`config.mk`:
```
export PLATFORM = sky130hd
export DESIGN_NAME = cprv_hazard_forward_unit_flat
export DESIGN_NICKNAME = d
export VERILOG_FILES = /design/src/rtl/cprv_hazard_forward_unit_if.sv /design/src/rtl/cprv_hazard_forward_unit.sv /design/src/flat_wrapper.sv
export SDC_FILE = /design/constraint.sdc
export NUM_CORES = 1
export LEC_CHECK = 0
export ABC_AREA = 1
export BUFFER_PORTS_ARGS = -buffer_cell sky130_fd_sc_hd__buf_4
export CORE_AREA = 3 3 196 198
export CTS_CLUSTER_DIAMETER = 30
export DETAILED_ROUTE_END_ITERATION = 16
export DIE_AREA = 0 0 199 201
export PLACE_DENSITY_LB_ADDON = 0.25
export SYNTH_ARGS = -nofsm -noshare
export SYNTH_HDL_FRONTEND = slang
export SYNTH_SLANG_ARGS = --single-unit
```
`constraint.sdc`:
```
create_clock -name clk -period 3.6 [get_ports clk]
set_input_delay 0.72 -clock clk [delete_from_list [all_inputs] [get_ports clk]]
set_output_delay 0.72 -clock clk [all_outputs]
set_load 0.03 [all_outputs]
```
`src/rtl/cprv_hazard_forward_unit_if.sv`:
```
`default_nettype none
// ---------------------------------------------------------------------------
// cprv_hazard_forward_unit_if : pipeline bundle for the EX hazard/forward unit
// Rev 1.0
// ---------------------------------------------------------------------------
interface cprv_hazard_forward_unit_if #(
    parameter int DATA_WIDTH = 64,
    parameter int NUM_RS     = 2
);
    logic                         flush;
    logic [NUM_RS*5-1:0]          rs_addr_ex;
    logic [NUM_RS-1:0]            rs_used_ex;
    logic [NUM_RS*DATA_WIDTH-1:0] rs_data_id_ex;
    logic [6:0]                   opcode_mem;
    logic [4:0]                   rd_addr_mem;
    logic                         rd_en_mem;
    logic [DATA_WIDTH-1:0]        alu_out_mem;
    logic [6:0]                   opcode_wb;
    logic [4:0]                   rd_addr_wb;
    logic                         rd_en_wb;
    logic [DATA_WIDTH-1:0]        alu_out_wb;
    logic [DATA_WIDTH-1:0]        mem_data_wb;
    logic                         long_start_ex;
    logic [4:0]                   long_rd_ex;
    logic [NUM_RS*DATA_WIDTH-1:0] rs_data_ex;
    logic [NUM_RS-1:0]            fwd_mem;
    logic [NUM_RS-1:0]            fwd_wb;
    logic                         stall_ex;
    logic                         long_busy;
    logic                         long_done;
    logic [4:0]                   long_rd;

    modport master (
        output flush, rs_addr_ex, rs_used_ex, rs_data_id_ex,
               opcode_mem, rd_addr_mem, rd_en_mem, alu_out_mem,
               opcode_wb, rd_addr_wb, rd_en_wb, alu_out_wb, mem_data_wb,
               long_start_ex, long_rd_ex,
        input  rs_data_ex, fwd_mem, fwd_wb, stall_ex, long_busy, long_done, long_rd
    );

    modport slave (
        input  flush, rs_addr_ex, rs_used_ex, rs_data_id_ex,
               opcode_mem, rd_addr_mem, rd_en_mem, alu_out_mem,
               opcode_wb, rd_addr_wb, rd_en_wb, alu_out_wb, mem_data_wb,
               long_start_ex, long_rd_ex,
        output rs_data_ex, fwd_mem, fwd_wb, stall_ex, long_busy, long_done, long_rd
    );
endinterface
`default_nettype wire

```
`src/rtl/cprv_hazard_forward_unit.sv`:
```
`default_nettype none
// ---------------------------------------------------------------------------
// cprv_hazard_forward_unit : EX operand forwarding, load-use and long-op stalls
// Rev 1.0
// ---------------------------------------------------------------------------
module cprv_hazard_forward_unit #(
    parameter int DATA_WIDTH = 64,
    parameter int NUM_RS     = 2,
    parameter int LONG_LAT   = 34
) (
    input  logic                      clk,
    input  logic                      rst_n,
    cprv_hazard_forward_unit_if.slave bus
);
    localparam int               c_cnt_w    = $clog2(LONG_LAT) + 1;
    localparam logic [6:0]       c_op_load  = 7'b0000011;
    localparam logic [0:0]       c_st_idle  = 1'b0;
    localparam logic [0:0]       c_st_busy  = 1'b1;
    localparam logic [c_cnt_w-1:0] c_cnt_init = c_cnt_w'(LONG_LAT - 1);
    localparam logic [c_cnt_w-1:0] c_cnt_one  = c_cnt_w'(1);

    logic [0:0]                   r_state;
    logic [c_cnt_w-1:0]           r_cnt;
    logic [4:0]                   r_long_rd;
    logic [NUM_RS-1:0]            w_fwd_mem;
    logic [NUM_RS-1:0]            w_fwd_wb;
    logic [NUM_RS-1:0]            w_load_use;
    logic [NUM_RS-1:0]            w_long_dep;
    logic [NUM_RS*DATA_WIDTH-1:0] w_rs_data;
    logic                         w_busy;
    logic                         w_stall;

    assign w_busy  = (r_state == c_st_busy);
    assign w_stall = ((|w_load_use) || (w_busy && (bus.long_start_ex || (|w_long_dep))))
                     && !bus.flush;

    for (genvar gi = 0; gi < NUM_RS; gi++) begin : g_rs
        logic [4:0]            w_addr;
        logic                  w_match_mem;
        logic                  w_match_wb;
        logic                  w_mem_hit;
        logic                  w_wb_hit;
        logic [DATA_WIDTH-1:0] w_sel;
        logic                  r_hold_valid;
        logic [DATA_WIDTH-1:0] r_hold_data;

        assign w_addr      = bus.rs_addr_ex[5*gi +: 5];
        assign w_match_mem = bus.rd_en_mem && (bus.rd_addr_mem == w_addr) && (w_addr != 5'd0);
        assign w_match_wb  = bus.rd_en_wb  && (bus.rd_addr_wb  == w_addr) && (w_addr != 5'd0);
        // A matching load still in MEM has no data yet; it stalls instead of forwarding.
        assign w_mem_hit   = w_match_mem && (bus.opcode_mem != c_op_load);
        assign w_wb_hit    = !w_mem_hit && (w_match_wb || r_hold_valid);

        always_comb begin
            if (w_mem_hit) begin
                w_sel = bus.alu_out_mem;
            end else if (w_match_wb) begin
                w_sel = (bus.opcode_wb == c_op_load) ? bus.mem_data_wb : bus.alu_out_wb;
            end else if (r_hold_valid) begin
                w_sel = r_hold_data;
            end else begin
                w_sel = bus.rs_data_id_ex[DATA_WIDTH*gi +: DATA_WIDTH];
            end
        end

        assign w_rs_data[DATA_WIDTH*gi +: DATA_WIDTH] = w_sel;
        assign w_fwd_mem[gi]  = w_mem_hit;
        assign w_fwd_wb[gi]   = w_wb_hit;
        assign w_load_use[gi] = bus.rs_used_ex[gi] && w_match_mem && (bus.opcode_mem == c_op_load);
        assign w_long_dep[gi] = bus.rs_used_ex[gi] && (w_addr == r_long_rd) && (w_addr != 5'd0);

        // Capture WB-sourced operands while stalled so they survive WB retiring.
        always_ff @(posedge clk or negedge rst_n) begin
            if (!rst_n) begin
                r_hold_valid <= 1'b0;
                r_hold_data  <= '0;
            end else if (w_stall) begin
                r_hold_valid <= w_wb_hit;
                r_hold_data  <= w_sel;
            end else begin
                r_hold_valid <= 1'b0;
            end
        end
    end

    always_ff @(posedge clk or negedge rst_n) begin
        if (!rst_n) begin
            r_state   <= c_st_idle;
            r_cnt     <= '0;
            r_long_rd <= 5'd0;
        end else begin
            case (r_state)
                c_st_idle: begin
                    if (bus.long_start_ex && !w_stall && !bus.flush) begin
                        r_state   <= c_st_busy;
                        r_cnt     <= c_cnt_init;
                        r_long_rd <= bus.long_rd_ex;
                    end
                end
                c_st_busy: begin
                    if (bus.flush || (r_cnt == '0)) begin
                        r_state <= c_st_idle;
                    end else begin
                        r_cnt <= r_cnt - c_cnt_one;
                    end
                end
                default: r_state <= c_st_idle;
            endcase
        end
    end

    assign bus.rs_data_ex = w_rs_data;
    assign bus.fwd_mem    = w_fwd_mem;
    assign bus.fwd_wb     = w_fwd_wb;
    assign bus.stall_ex   = w_stall;
    assign bus.long_busy  = w_busy;
    assign bus.long_done  = w_busy && (r_cnt == '0);
    assign bus.long_rd    = r_long_rd;
endmodule
`default_nettype wire
```
`src/flat_wrapper.sv`:
```
// flat-port wrapper written by rule: the top's interface ports become plain ports
module cprv_hazard_forward_unit_flat 
#(
    parameter int DATA_WIDTH = 64,
    parameter int NUM_RS     = 2,
    parameter int LONG_LAT   = 34
)
  (clk, rst_n, bus_flush, bus_rs_addr_ex, bus_rs_used_ex, bus_rs_data_id_ex, bus_opcode_mem, bus_rd_addr_mem, bus_rd_en_mem, bus_alu_out_mem, bus_opcode_wb, bus_rd_addr_wb, bus_rd_en_wb, bus_alu_out_wb, bus_mem_data_wb, bus_long_start_ex, bus_long_rd_ex, bus_rs_data_ex, bus_fwd_mem, bus_fwd_wb, bus_stall_ex, bus_long_busy, bus_long_done, bus_long_rd);
  cprv_hazard_forward_unit_if #(.DATA_WIDTH(DATA_WIDTH), .NUM_RS(NUM_RS)) bus_i ();
  input  logic clk;
  input  logic rst_n;
  input wire logic [$bits(bus_i.flush)-1:0] bus_flush;
  input wire logic [$bits(bus_i.rs_addr_ex)-1:0] bus_rs_addr_ex;
  input wire logic [$bits(bus_i.rs_used_ex)-1:0] bus_rs_used_ex;
  input wire logic [$bits(bus_i.rs_data_id_ex)-1:0] bus_rs_data_id_ex;
  input wire logic [$bits(bus_i.opcode_mem)-1:0] bus_opcode_mem;
  input wire logic [$bits(bus_i.rd_addr_mem)-1:0] bus_rd_addr_mem;
  input wire logic [$bits(bus_i.rd_en_mem)-1:0] bus_rd_en_mem;
  input wire logic [$bits(bus_i.alu_out_mem)-1:0] bus_alu_out_mem;
  input wire logic [$bits(bus_i.opcode_wb)-1:0] bus_opcode_wb;
  input wire logic [$bits(bus_i.rd_addr_wb)-1:0] bus_rd_addr_wb;
  input wire logic [$bits(bus_i.rd_en_wb)-1:0] bus_rd_en_wb;
  input wire logic [$bits(bus_i.alu_out_wb)-1:0] bus_alu_out_wb;
  input wire logic [$bits(bus_i.mem_data_wb)-1:0] bus_mem_data_wb;
  input wire logic [$bits(bus_i.long_start_ex)-1:0] bus_long_start_ex;
  input wire logic [$bits(bus_i.long_rd_ex)-1:0] bus_long_rd_ex;
  output wire logic [$bits(bus_i.rs_data_ex)-1:0] bus_rs_data_ex;
  output wire logic [$bits(bus_i.fwd_mem)-1:0] bus_fwd_mem;
  output wire logic [$bits(bus_i.fwd_wb)-1:0] bus_fwd_wb;
  output wire logic [$bits(bus_i.stall_ex)-1:0] bus_stall_ex;
  output wire logic [$bits(bus_i.long_busy)-1:0] bus_long_busy;
  output wire logic [$bits(bus_i.long_done)-1:0] bus_long_done;
  output wire logic [$bits(bus_i.long_rd)-1:0] bus_long_rd;
  assign bus_i.flush = bus_flush;
  assign bus_i.rs_addr_ex = bus_rs_addr_ex;
  assign bus_i.rs_used_ex = bus_rs_used_ex;
  assign bus_i.rs_data_id_ex = bus_rs_data_id_ex;
  assign bus_i.opcode_mem = bus_opcode_mem;
  assign bus_i.rd_addr_mem = bus_rd_addr_mem;
  assign bus_i.rd_en_mem = bus_rd_en_mem;
  assign bus_i.alu_out_mem = bus_alu_out_mem;
  assign bus_i.opcode_wb = bus_opcode_wb;
  assign bus_i.rd_addr_wb = bus_rd_addr_wb;
  assign bus_i.rd_en_wb = bus_rd_en_wb;
  assign bus_i.alu_out_wb = bus_alu_out_wb;
  assign bus_i.mem_data_wb = bus_mem_data_wb;
  assign bus_i.long_start_ex = bus_long_start_ex;
  assign bus_i.long_rd_ex = bus_long_rd_ex;
  assign bus_rs_data_ex = bus_i.rs_data_ex;
  assign bus_fwd_mem = bus_i.fwd_mem;
  assign bus_fwd_wb = bus_i.fwd_wb;
  assign bus_stall_ex = bus_i.stall_ex;
  assign bus_long_busy = bus_i.long_busy;
  assign bus_long_done = bus_i.long_done;
  assign bus_long_rd = bus_i.long_rd;
  cprv_hazard_forward_unit #(.DATA_WIDTH(DATA_WIDTH), .NUM_RS(NUM_RS), .LONG_LAT(LONG_LAT)) u_core (.clk(clk), .rst_n(rst_n), .bus(bus_i));
endmodule
```
==> results.yml <==
synth:
  synth_area_leaders: "nand2_1, dfrtp_1, nand3_1, mux2i_1, inv_1"
  synth_nets: 2270
  synth_seq_cells: 143
  synth_most_common_cell: "nand2_1"
  synthFlopType: "dfrtp_1"
  syn_inst: 1901
  synth_top_area_share_pct: 36.1
  syn-cell-area_um2: 11400
  seq_area_frac_synth_pct: 31.5
  async_reset_ff_share_pct: 100
  synth_top_cell_by_area: "nand2_1"
  synth_cell_type_count: 32
  yosys_warnings: 0
  synth_area_per_cell_um2: 5.98
  synth-edff-count: 0
  synth_common_cells: "nand2_1, nand3_1, dfrtp_1"
clocking:
  ctsHoldBuffers: 0
  path_clk_slew_ns: 0.07
  cts_resized: 0
  clkLatencyLatePin_ns: 0.42
  htree_levels: 4
  clock-sinks: 143
  cts_tree: "done"
  postCtsSetupBuffers: 0
  clockBufferDepth: 2
  cts_buffers: 17
  root_buffer: "clkbuf_16"
power_and_ir_drop:
  p_int_w: 0.00445
  vdd_drop_max_mv: 0.305
  combPwrFrac_pct: 34.4
  p_seq_share_pct: 39.5
  p_clk_share_pct: 26.1
  p_leak_nw: 9.03
  switching_share_pct: 37.4
  power_density_nw_per_um2: 441
  power.switching_w: 0.00265
finish:
  register_area_um2: 3580
  n_fill_cell: 3910
  syn_to_final_growth_pct: 41.6
  fin_nets: 2708
  drive_gt1_share_pct: 26.2
  multiInputGateArea_um2: 6710
floorplan:
  die_width_um: 199
  die-area_um2: 40000
  top_level_ports: 507
  rows: 70
  die_h_um: 201
  core-area_um2: 36700
  start_util_pct: 31.0
run:
  maxCapViolations: 0
run_status:
  status: "finished, final reports clean"
grt:
  antenna_found_initial: 4
  grt_pass1_wl_mm: 78.5
  gr-usage-all-layers_pct: 25.2
  grt_max_degree: 129
  grt_pass1_vias: 13800
  overflow: 0
route:
  drcViolationCount: 0
  wl_per_cell_um: 18.5
  wl_mm: 52.3
  drtAntennaViolNets: 0
  vias: 14000
  drtIter0Drc: 796
  via_per_inst: 4.96
  drt_pass1_iterations: 6
sta:
  min_period_over_period_pct: 91.1
  rsz0062_at_grt: "false"
  fin_setup_tns_ns: 0
  tightest_slew_ns: 0.840
  period_needed_ns: 3.28
  finalHoldViolCount: 0
  maxSlewHeadroom_pct: 44.0
  worst_slack_ns: 0.321
  slew_violations: 0
  max_freq_mhz: 305
  finalSetupViolations: 0
  clock_skew_ns: 0.0140
placed_design:
  dp_hpwl_mm: 38.2
  routabilityCongestion: 0.959
  pre_cts_slack_ns: 0.328
  io_buffers: 506
worst_setup_path:
  start_kind: "primary input"
  endpoint_kind: "output pin"
  crit_arrival_ns: 2.56
  worstPathRequired_ns: 2.88
  crit_fanout: 23
  criticalPathCategory: "in -> out"
hold_path:
  hp-class: "in -> async"
==> path summary, 6_finish.rpt <==
| kind | startpoint | end | slack, ns | cells after the start |
|---|---|---|---|---|
| worst max-delay path | bus_rs_addr_ex[0] | bus_rs_data_ex[22] | 0.32 | 12 |
| worst min-delay path | rst_n | u_core.g_rs[0].r_hold_data[47] | 0.32 | 1 |
| worst max register to register | u_core.bus.long_rd[3] | u_core.g_rs[0].r_hold_data[22] | 1.42 | 11 |
| worst min register to register | u_core.g_rs[0].r_hold_data[22] | u_core.g_rs[0].r_hold_data[22] | 0.48 | 2 |
| max in group asynchronous | rst_n | u_core.g_rs[0].r_hold_data[36] | 2.40 | 2 |
| min in group clk | u_core.g_rs[0].r_hold_data[22] | u_core.g_rs[0].r_hold_data[22] | 0.48 | 2 |
==> metrics by stage <==
stage / cells / total power [W] / area [um2] / util [%] / hold slack (ns)
after global placement: 2788 / 0.00520 / 15500 / 42.2 / 0.461
after floorplan: 1901 / 0.00424 / 11400 / - / 0.424
final: 2823 / 0.00710 / 16100 / 43.8 / 0.319
after CTS: 2820 / 0.00716 / 16100 / 43.8 / 0.346
after detailed placement: 2788 / 0.00526 / 15500 / 42.2 / 0.465
after global routing: 2823 / 0.00764 / 16100 / 43.8 / 0.370
==> flip-flops by register name, summed over array words and instances, names as in the netlist <==
name	cells
u_core.bus.long_busy	1
u_core.bus.long_rd	5
u_core.r_cnt	7
u_core.g_rs.r_hold_data	128
u_core.g_rs.r_hold_valid	2
==> worst max-delay path, stage by stage <==
cell	delay, ns
buf_4	0.13
inv_1	0.13
or2_0	0.13
nand3_1	0.08
nor2_1	0.19
nand3_4	0.12
inv_2	0.35
buf_12	0.23
nand2_1	0.08
nand3_1	0.09
nand2_1	0.12
buf_4	0.20
==> area by class of cell <==
class	instances	share of cell area, %
flip-flops and latches	143	22.3
diodes	3	0.0467
multi-input cells	1530	41.7
inverters	105	2.46
well taps	468	3.64
clock inverters	13	0.949
clock buffers	19	2.75
repair buffers	542	26.2
==> kinds of logic after synthesis <==
family / Yosys count / synth area share [%]
fa+ha+maj: 2 / 0.220
compound gates: 78 / 3.58
flops: 143 / 31.5
simple gates: 1377 / 48.7
xor+xnor: 9 / 0.694
buf+inv: 228 / 9.64
mux: 64 / 5.64
==> power groups by stage <==
stage          Combinational (W)  Sequential [W]  Clock (W)
2_1_floorplan            0.00149         0.00275          0
4_1_cts                  0.00246         0.00280    0.00190
3_3_place_gp             0.00240         0.00280          0
6_report                 0.00244         0.00281    0.00185
5_1_grt                  0.00277         0.00291    0.00197
3_5_place_dp             0.00245         0.00282          0
==> cells in the final DEF, fill, tap and decap left out, types with 2 or more instances in the layout <==
cell type	n
nand2_1	1094
buf_4	530
nand3_1	215
dfrtp_1	141
inv_1	91
o21ai_0	69
mux2i_1	64
nor2_1	28
nand2_2	22
clkbuf_16	17
inv_2	12
buf_12	11
xnor2_1	5
nor3_1	5
nand4_1	4
xor2_1	4
inv_6	4
diode_2	3
clkinv_4	3
nor2_2	2
a21oi_1	2
nand3_4	2
a21boi_0	2
nor3b_1	2
ha_1	2
bufinv_16	2
clkinvlp_4	2
==> metal layers <==
layer  vias up  part of all wire [%]  track usage (%)
met5         -                 0.025                0
met4         2                   3.5             10.2
met3        85                   7.5             4.77
met2       621                    48             43.3
met1      6492                    40             30.8
li1       6795                     -                -
Power figures use the tool's default switching activity.
